File: src/rtl/nzcv_cond_unit.sv
// nzcv_cond_unit: architectural NZCV flag register, DEPTH-entry shadow flag stack for
// exception entry/return, and NUM_PORTS independent ARMv4 condition evaluators with a
// one-cycle registered pass/fail result.
//
// Build option: define NZCV_BYPASS_EN to evaluate conditions against the flag register's
// next value (same-cycle s_input writes and accepted restores are visible). Without it,
// conditions see the registered flags of the current cycle.
module nzcv_cond_unit #(
    parameter int unsigned NUM_PORTS = 2,
    parameter int unsigned DEPTH     = 4
) (
    input  logic                         clk,
    input  logic                         rst,
    input  logic [3:0]                   nzcv_input,
    input  logic                         s_input,
    input  logic                         save_input,
    input  logic                         restore_input,
    input  logic                         err_clear_input,
    input  logic [NUM_PORTS-1:0]         cond_valid_input,
    input  logic [4*NUM_PORTS-1:0]       opcode_input,
    output logic [NUM_PORTS-1:0]         operate,
    output logic [NUM_PORTS-1:0]         operate_valid,
    output logic [3:0]                   nzcv_output,
    output logic [$clog2(DEPTH+1)-1:0]   depth_output,
    output logic                         overflow_err,
    output logic                         underflow_err
);

    localparam int unsigned DW = $clog2(DEPTH + 1);

    // ARMv4 condition decode; flags are {N, Z, C, V}. 1111 is the never-pass NV code.
    function automatic logic cond_pass(input logic [3:0] op, input logic [3:0] f);
        logic n, z, c, v;
        logic res;
        n = f[3];
        z = f[2];
        c = f[1];
        v = f[0];
        unique case (op)
            4'b0000: res = z;
            4'b0001: res = ~z;
            4'b0010: res = c;
            4'b0011: res = ~c;
            4'b0100: res = n;
            4'b0101: res = ~n;
            4'b0110: res = v;
            4'b0111: res = ~v;
            4'b1000: res = c & ~z;
            4'b1001: res = ~c | z;
            4'b1010: res = ~(n ^ v);
            4'b1011: res = n ^ v;
            4'b1100: res = ~z & ~(n ^ v);
            4'b1101: res = z | (n ^ v);
            4'b1110: res = 1'b1;
            4'b1111: res = 1'b0;
            default: res = 1'b0;
        endcase
        return res;
    endfunction

    logic [3:0]           flags_q, flags_d;
    logic [DW-1:0]        depth_q, depth_d;
    logic [3:0]           stack_q [DEPTH];
    logic [3:0]           stack_d [DEPTH];
    logic                 ovf_q, ovf_d;
    logic                 unf_q, unf_d;
    logic [NUM_PORTS-1:0] operate_q, operate_d;
    logic [NUM_PORTS-1:0] operate_valid_q, operate_valid_d;

    logic [DW-1:0]        top_idx;
    logic [3:0]           top_val;
    logic                 stack_full;
    logic                 stack_empty;
    logic                 restore_ok;
    logic                 ovf_set;
    logic                 unf_set;
    logic [3:0]           eval_flags;

    // Flag register, shadow stack and sticky error next-state.
    always_comb begin
        flags_d     = flags_q;
        depth_d     = depth_q;
        stack_d     = stack_q;
        restore_ok  = 1'b0;
        ovf_set     = 1'b0;
        unf_set     = 1'b0;
        stack_full  = (depth_q == DW'(DEPTH));
        stack_empty = (depth_q == '0);
        // Wraps to all-ones when empty, which never matches a real entry index.
        top_idx     = depth_q - DW'(1);
        top_val     = '0;
        for (int i = 0; i < int'(DEPTH); i++) begin
            if (DW'(i) == top_idx) begin
                top_val = stack_q[i];
            end
        end

        if (save_input && restore_input) begin
            if (!stack_empty) begin
                // Swap: current flags replace the top entry, top entry becomes the flags.
                for (int i = 0; i < int'(DEPTH); i++) begin
                    if (DW'(i) == top_idx) begin
                        stack_d[i] = flags_q;
                    end
                end
                restore_ok = 1'b1;
            end else begin
                // Nothing to restore: the push still happens, the pop is flagged.
                stack_d[0] = flags_q;
                depth_d    = DW'(1);
                unf_set    = 1'b1;
            end
        end else if (save_input) begin
            if (!stack_full) begin
                for (int i = 0; i < int'(DEPTH); i++) begin
                    if (DW'(i) == depth_q) begin
                        stack_d[i] = flags_q;
                    end
                end
                depth_d = depth_q + DW'(1);
            end else begin
                ovf_set = 1'b1;
            end
        end else if (restore_input) begin
            if (!stack_empty) begin
                restore_ok = 1'b1;
                depth_d    = top_idx;
            end else begin
                unf_set = 1'b1;
            end
        end

        // Accepted restore outranks an ALU write in the same cycle.
        if (restore_ok) begin
            flags_d = top_val;
        end else if (s_input) begin
            flags_d = nzcv_input;
        end

        // A new error in the clearing cycle keeps the bit set.
        ovf_d = ovf_set | (ovf_q & ~err_clear_input);
        unf_d = unf_set | (unf_q & ~err_clear_input);
    end

    // Per-port condition evaluation against the selected flag source.
    always_comb begin
`ifdef NZCV_BYPASS_EN
        eval_flags = flags_d;
`else
        eval_flags = flags_q;
`endif
        operate_d       = '0;
        operate_valid_d = cond_valid_input;
        for (int p = 0; p < int'(NUM_PORTS); p++) begin
            operate_d[p] = cond_valid_input[p] & cond_pass(opcode_input[4*p +: 4], eval_flags);
        end
    end

    // State registers with asynchronous active-high reset.
    always_ff @(posedge clk or posedge rst) begin
        if (rst) begin
            flags_q         <= '0;
            depth_q         <= '0;
            ovf_q           <= 1'b0;
            unf_q           <= 1'b0;
            operate_q       <= '0;
            operate_valid_q <= '0;
            for (int i = 0; i < int'(DEPTH); i++) begin
                stack_q[i] <= '0;
            end
        end else begin
            flags_q         <= flags_d;
            depth_q         <= depth_d;
            ovf_q           <= ovf_d;
            unf_q           <= unf_d;
            operate_q       <= operate_d;
            operate_valid_q <= operate_valid_d;
            for (int i = 0; i < int'(DEPTH); i++) begin
                stack_q[i] <= stack_d[i];
            end
        end
    end

    assign operate       = operate_q;
    assign operate_valid = operate_valid_q;
    assign nzcv_output   = flags_q;
    assign depth_output  = depth_q;
    assign overflow_err  = ovf_q;
    assign underflow_err = unf_q;

endmodule

File: config.mk
export PLATFORM = sky130hd
export DESIGN_NAME = nzcv_cond_unit
export DESIGN_NICKNAME = d
export VERILOG_FILES = /design/src/rtl/nzcv_cond_unit.sv
export SDC_FILE = /design/constraint.sdc
export NUM_CORES = 1
export LEC_CHECK = 0
export CAP_MARGIN = 20
export CORE_MARGIN = 1.5
export CORE_UTILIZATION = 52
export DETAILED_ROUTE_END_ITERATION = 8
export PLACE_DENSITY_LB_ADDON = 0.2
export SETUP_SLACK_MARGIN = 0.3
export SLEW_MARGIN = 20
export SYNTH_ARGS = -nofsm -noshare
export SYNTH_HDL_FRONTEND = slang
export SYNTH_SLANG_ARGS = --single-unit
File: constraint.sdc
create_clock -name clk -period 2.48 [get_ports clk]
set_input_delay 0.496 -clock clk [delete_from_list [all_inputs] [get_ports clk]]
set_output_delay 0.496 -clock clk [all_outputs]
set_load 0.02 [all_outputs]
==> results.sh <==
export IMPL_maxCapViolCount=0
export IMPL_switching_power_w=0.00105
export IMPL_nets=239
export IMPL_rows=21
export IMPL_crit_family="buffers and inverters"
export IMPL_max_stage_delay_ns=0.68
export IMPL_min_period_ns=2.08
export IMPL_antenna_cells=0
export IMPL_dieWidth_um=61.4
export IMPL_yosysSeqAreaShare_pct=40.9
export IMPL_worst_slack_ns=0.403
export IMPL_die_h_um=61.4
export IMPL_synthCells=183
export IMPL_final_util_pct=66.6
export IMPL_yosys_area_top_type="dfrtp_1"
export IMPL_routed_via_count=1494
export IMPL_ys_types=35
export IMPL_final_setup_tns_ns=0
export IMPL_synth_area_top_cells="dfrtp_1 (41%), mux2_2 (10%), ha_1 (4.9%)"
export IMPL_io_pins=33
export IMPL_synth_most_common_cell="dfrtp_1"
export IMPL_worst_pin_slew_ns=0.461
export IMPL_run_status="complete, no violations"
export IMPL_dpl_cell_area_um2=2110
export IMPL_fin_worst_skew_ns=0.00304
export IMPL_reg2reg_slack_ns=0.43
export IMPL_syn_nets=210
export IMPL_grt_use_total_pct=23.7
export IMPL_netlist_area_um2=1770
export IMPL_cts_buffer_depth=2
export IMPL_cp_end_kind="output port"
export IMPL_grt_pass1_wl_mm=6.41
export IMPL_n_fill_cell=279
export IMPL_finalHoldViolCount=0
export IMPL_hold_class="in -> async"
export IMPL_synth_top_cell_area_share_pct=40.9
export IMPL_syn_area_per_cell_um2=9.70
export IMPL_cts_sinks=29
export IMPL_synth_main_ff_cell="dfrtp_1"
export IMPL_die_area_um2=3770
export IMPL_drtAntennaViolNets=0
export IMPL_drt_iter0_markers=68
export IMPL_grt_pass1_vias=1376
export IMPL_p_clk_share_pct=15.5
export IMPL_routabilityCongestion=0.866
export IMPL_fmax_mhz=482
export IMPL_postCtsSetupBuffers=0
export IMPL_synth_edf_count=0
export IMPL_cts_root_buffer="clkbuf_4"
export IMPL_p_per_area_nw_per_um2=1170
export IMPL_final_design_area_no_fill_um2=2210
export IMPL_overflow=0
export IMPL_yosys_register_bits=29
export IMPL_antenna_found_initial=0
export IMPL_grt_setup_unrepaired="true"
export IMPL_cts_made_buffers=5
export IMPL_pwr_share_seq_pct=34.8
export IMPL_vdd_drop_max_uv=780
export IMPL_pwr_share_comb_pct=49.7
export IMPL_post_drt_wl_per_cell_um=15.6
export IMPL_total_power_w=0.00258
export IMPL_path_clk_slew_ns=0.09
export IMPL_crit_arrival_ns=1.58
export IMPL_cp_num_buf_inv=1
export IMPL_start_util_pct=53.6
export IMPL_place_ws_ns=0.224
export IMPL_drive_gt1_share_pct=15.5
export IMPL_max_slew_margin_pct=69.2
export IMPL_slowest_stage="clkdlybuf4s50_1"
export IMPL_hpwl_mm=2.94
export IMPL_synth_common_cells="dfrtp_1 (29), mux2_2 (16), nand2_1 (13), inv_1 (12)"
export IMPL_start_kind="flip-flop"
export IMPL_path_cells="clkdlybuf4s50_1"
export IMPL_remaining_drc_errors=0
export IMPL_async_flop_share_pct=100
export IMPL_leakagePower_nw=0.954
export IMPL_grt_max_degree=21
export IMPL_tritoncts="done"
export IMPL_area_growth_pct=24.3
export IMPL_path_max_fanout=12
export IMPL_drt_pass1_iter_count=4
export IMPL_worstSkewPairLatency_ns=0.32
export IMPL_core_um2=3310
export IMPL_p_int_w=0.00153
export IMPL_ys_warn_count=0
export IMPL_setup_violations_final=0
export IMPL_finalCritPeriodShare_pct=83.7
export IMPL_htree_levels=2
export IMPL_critPathKind="reg -> out"
export IMPL_drv_slew=0
export IMPL_cp_required_ns=1.98
export IMPL_viasPerCell=5.77
export IMPL_portBuffers=32
export IMPL_p_sw_share_pct=40.8
export IMPL_wirelength_mm=4.04
## registers in the layout, indices dropped and copies added (netlist names)
register       cells
stack_q           16
nzcv_output        4
depth_output       3
operate            2
operate_valid      2
overflow_err       1
underflow_err      1
## path summary, 6_finish.rpt
kind,cells past startpoint,from,to
worst max-delay path,1,nzcv_output[1],nzcv_output[1]
worst min register to register,1,stack_q[14],stack_q[14]
worst max register to register,8,depth_output[0],stack_q[3]
min in group clk,1,stack_q[14],stack_q[14]
max in group asynchronous,3,rst,nzcv_output[0]
worst min-delay path,2,rst,underflow_err
## cell type report
cell class	count	area, µm²	area share (%)
Clock buffer	7	55.1	2.50
Clock inverter	1	30.0	1.36
Inverter	12	45.0	2.04
Multi-Input combinational cell	129	943	42.8
Sequential cell	29	732	33.2
Tap cell	46	57.6	2.61
Timing Repair Buffer	35	343	15.5
## layout by cell type, fill, tap and decap left out, types with 2 or more instances in the layout
cell and count:
clkdlybuf4s50_1 32, dfrtp_1 24, mux2_2 16, nand2_1 13, inv_1 12, a21oi_1 11
o22ai_1 11, nor2_1 9, nor2b_1 9, o21ai_0 7, a221oi_1 6, ha_1 6
mux2i_1 5, nor3_1 5, clkbuf_4 5, dfrtp_2 5, a31oi_1 4, nand2b_1 3
xor2_1 3, buf_4 3, a32oi_1 2, a22oi_1 2, nand3_1 2, xnor2_1 2
## timing repair
item | in CTS | in global routing
gates resized for setup | 0 | 7
setup endpoints to repair | 0 | 19
hold endpoints to repair | 0 | 0
hold buffers | 0 | 0
## power by group through the flow
| stage | Combinational [W] | Sequential (W) | Clock (W) |
|---|---|---|---|
| finish | 0.00128 | 0.000896 | 0.000399 |
| global placement | 0.00122 | 0.000871 | 0 |
| global route | 0.00143 | 0.000929 | 0.000427 |
| detailed placement | 0.00126 | 0.000891 | 0 |
| floorplan | 0.000919 | 0.000855 | 0 |
| CTS | 0.00127 | 0.000881 | 0.000408 |
## per-stage QoR
stage / instances / hold slack (ns)
3_3_place_gp: 251 / 0.487
4_1_cts: 259 / 0.455
3_5_place_dp: 251 / 0.495
2_1_floorplan: 183 / 0.479
6_report: 259 / 0.461
5_1_grt: 259 / 0.481
## kinds of logic after synthesis
family                   share of synthesized area (%)
AO/OA/AOI/OAI                                     18.5
AND/OR/NAND/NOR                                   12.4
flip-flops                                        40.9
buffers and inverters                             6.35
multiplexers                                      14.5
adder cells (fa/ha/maj)                           4.94
XOR/XNOR                                          2.47
## per-layer routing
layer  track usage (%)  share of wire [%]  vias up
met5                 0                  0        -
li1                  -                  -      720
met3              5.88                7.1        6
met2              37.7                 48       64
met4              7.29                1.1        0
met1              32.3                 43      704
(Power assumes the default switching activity.)
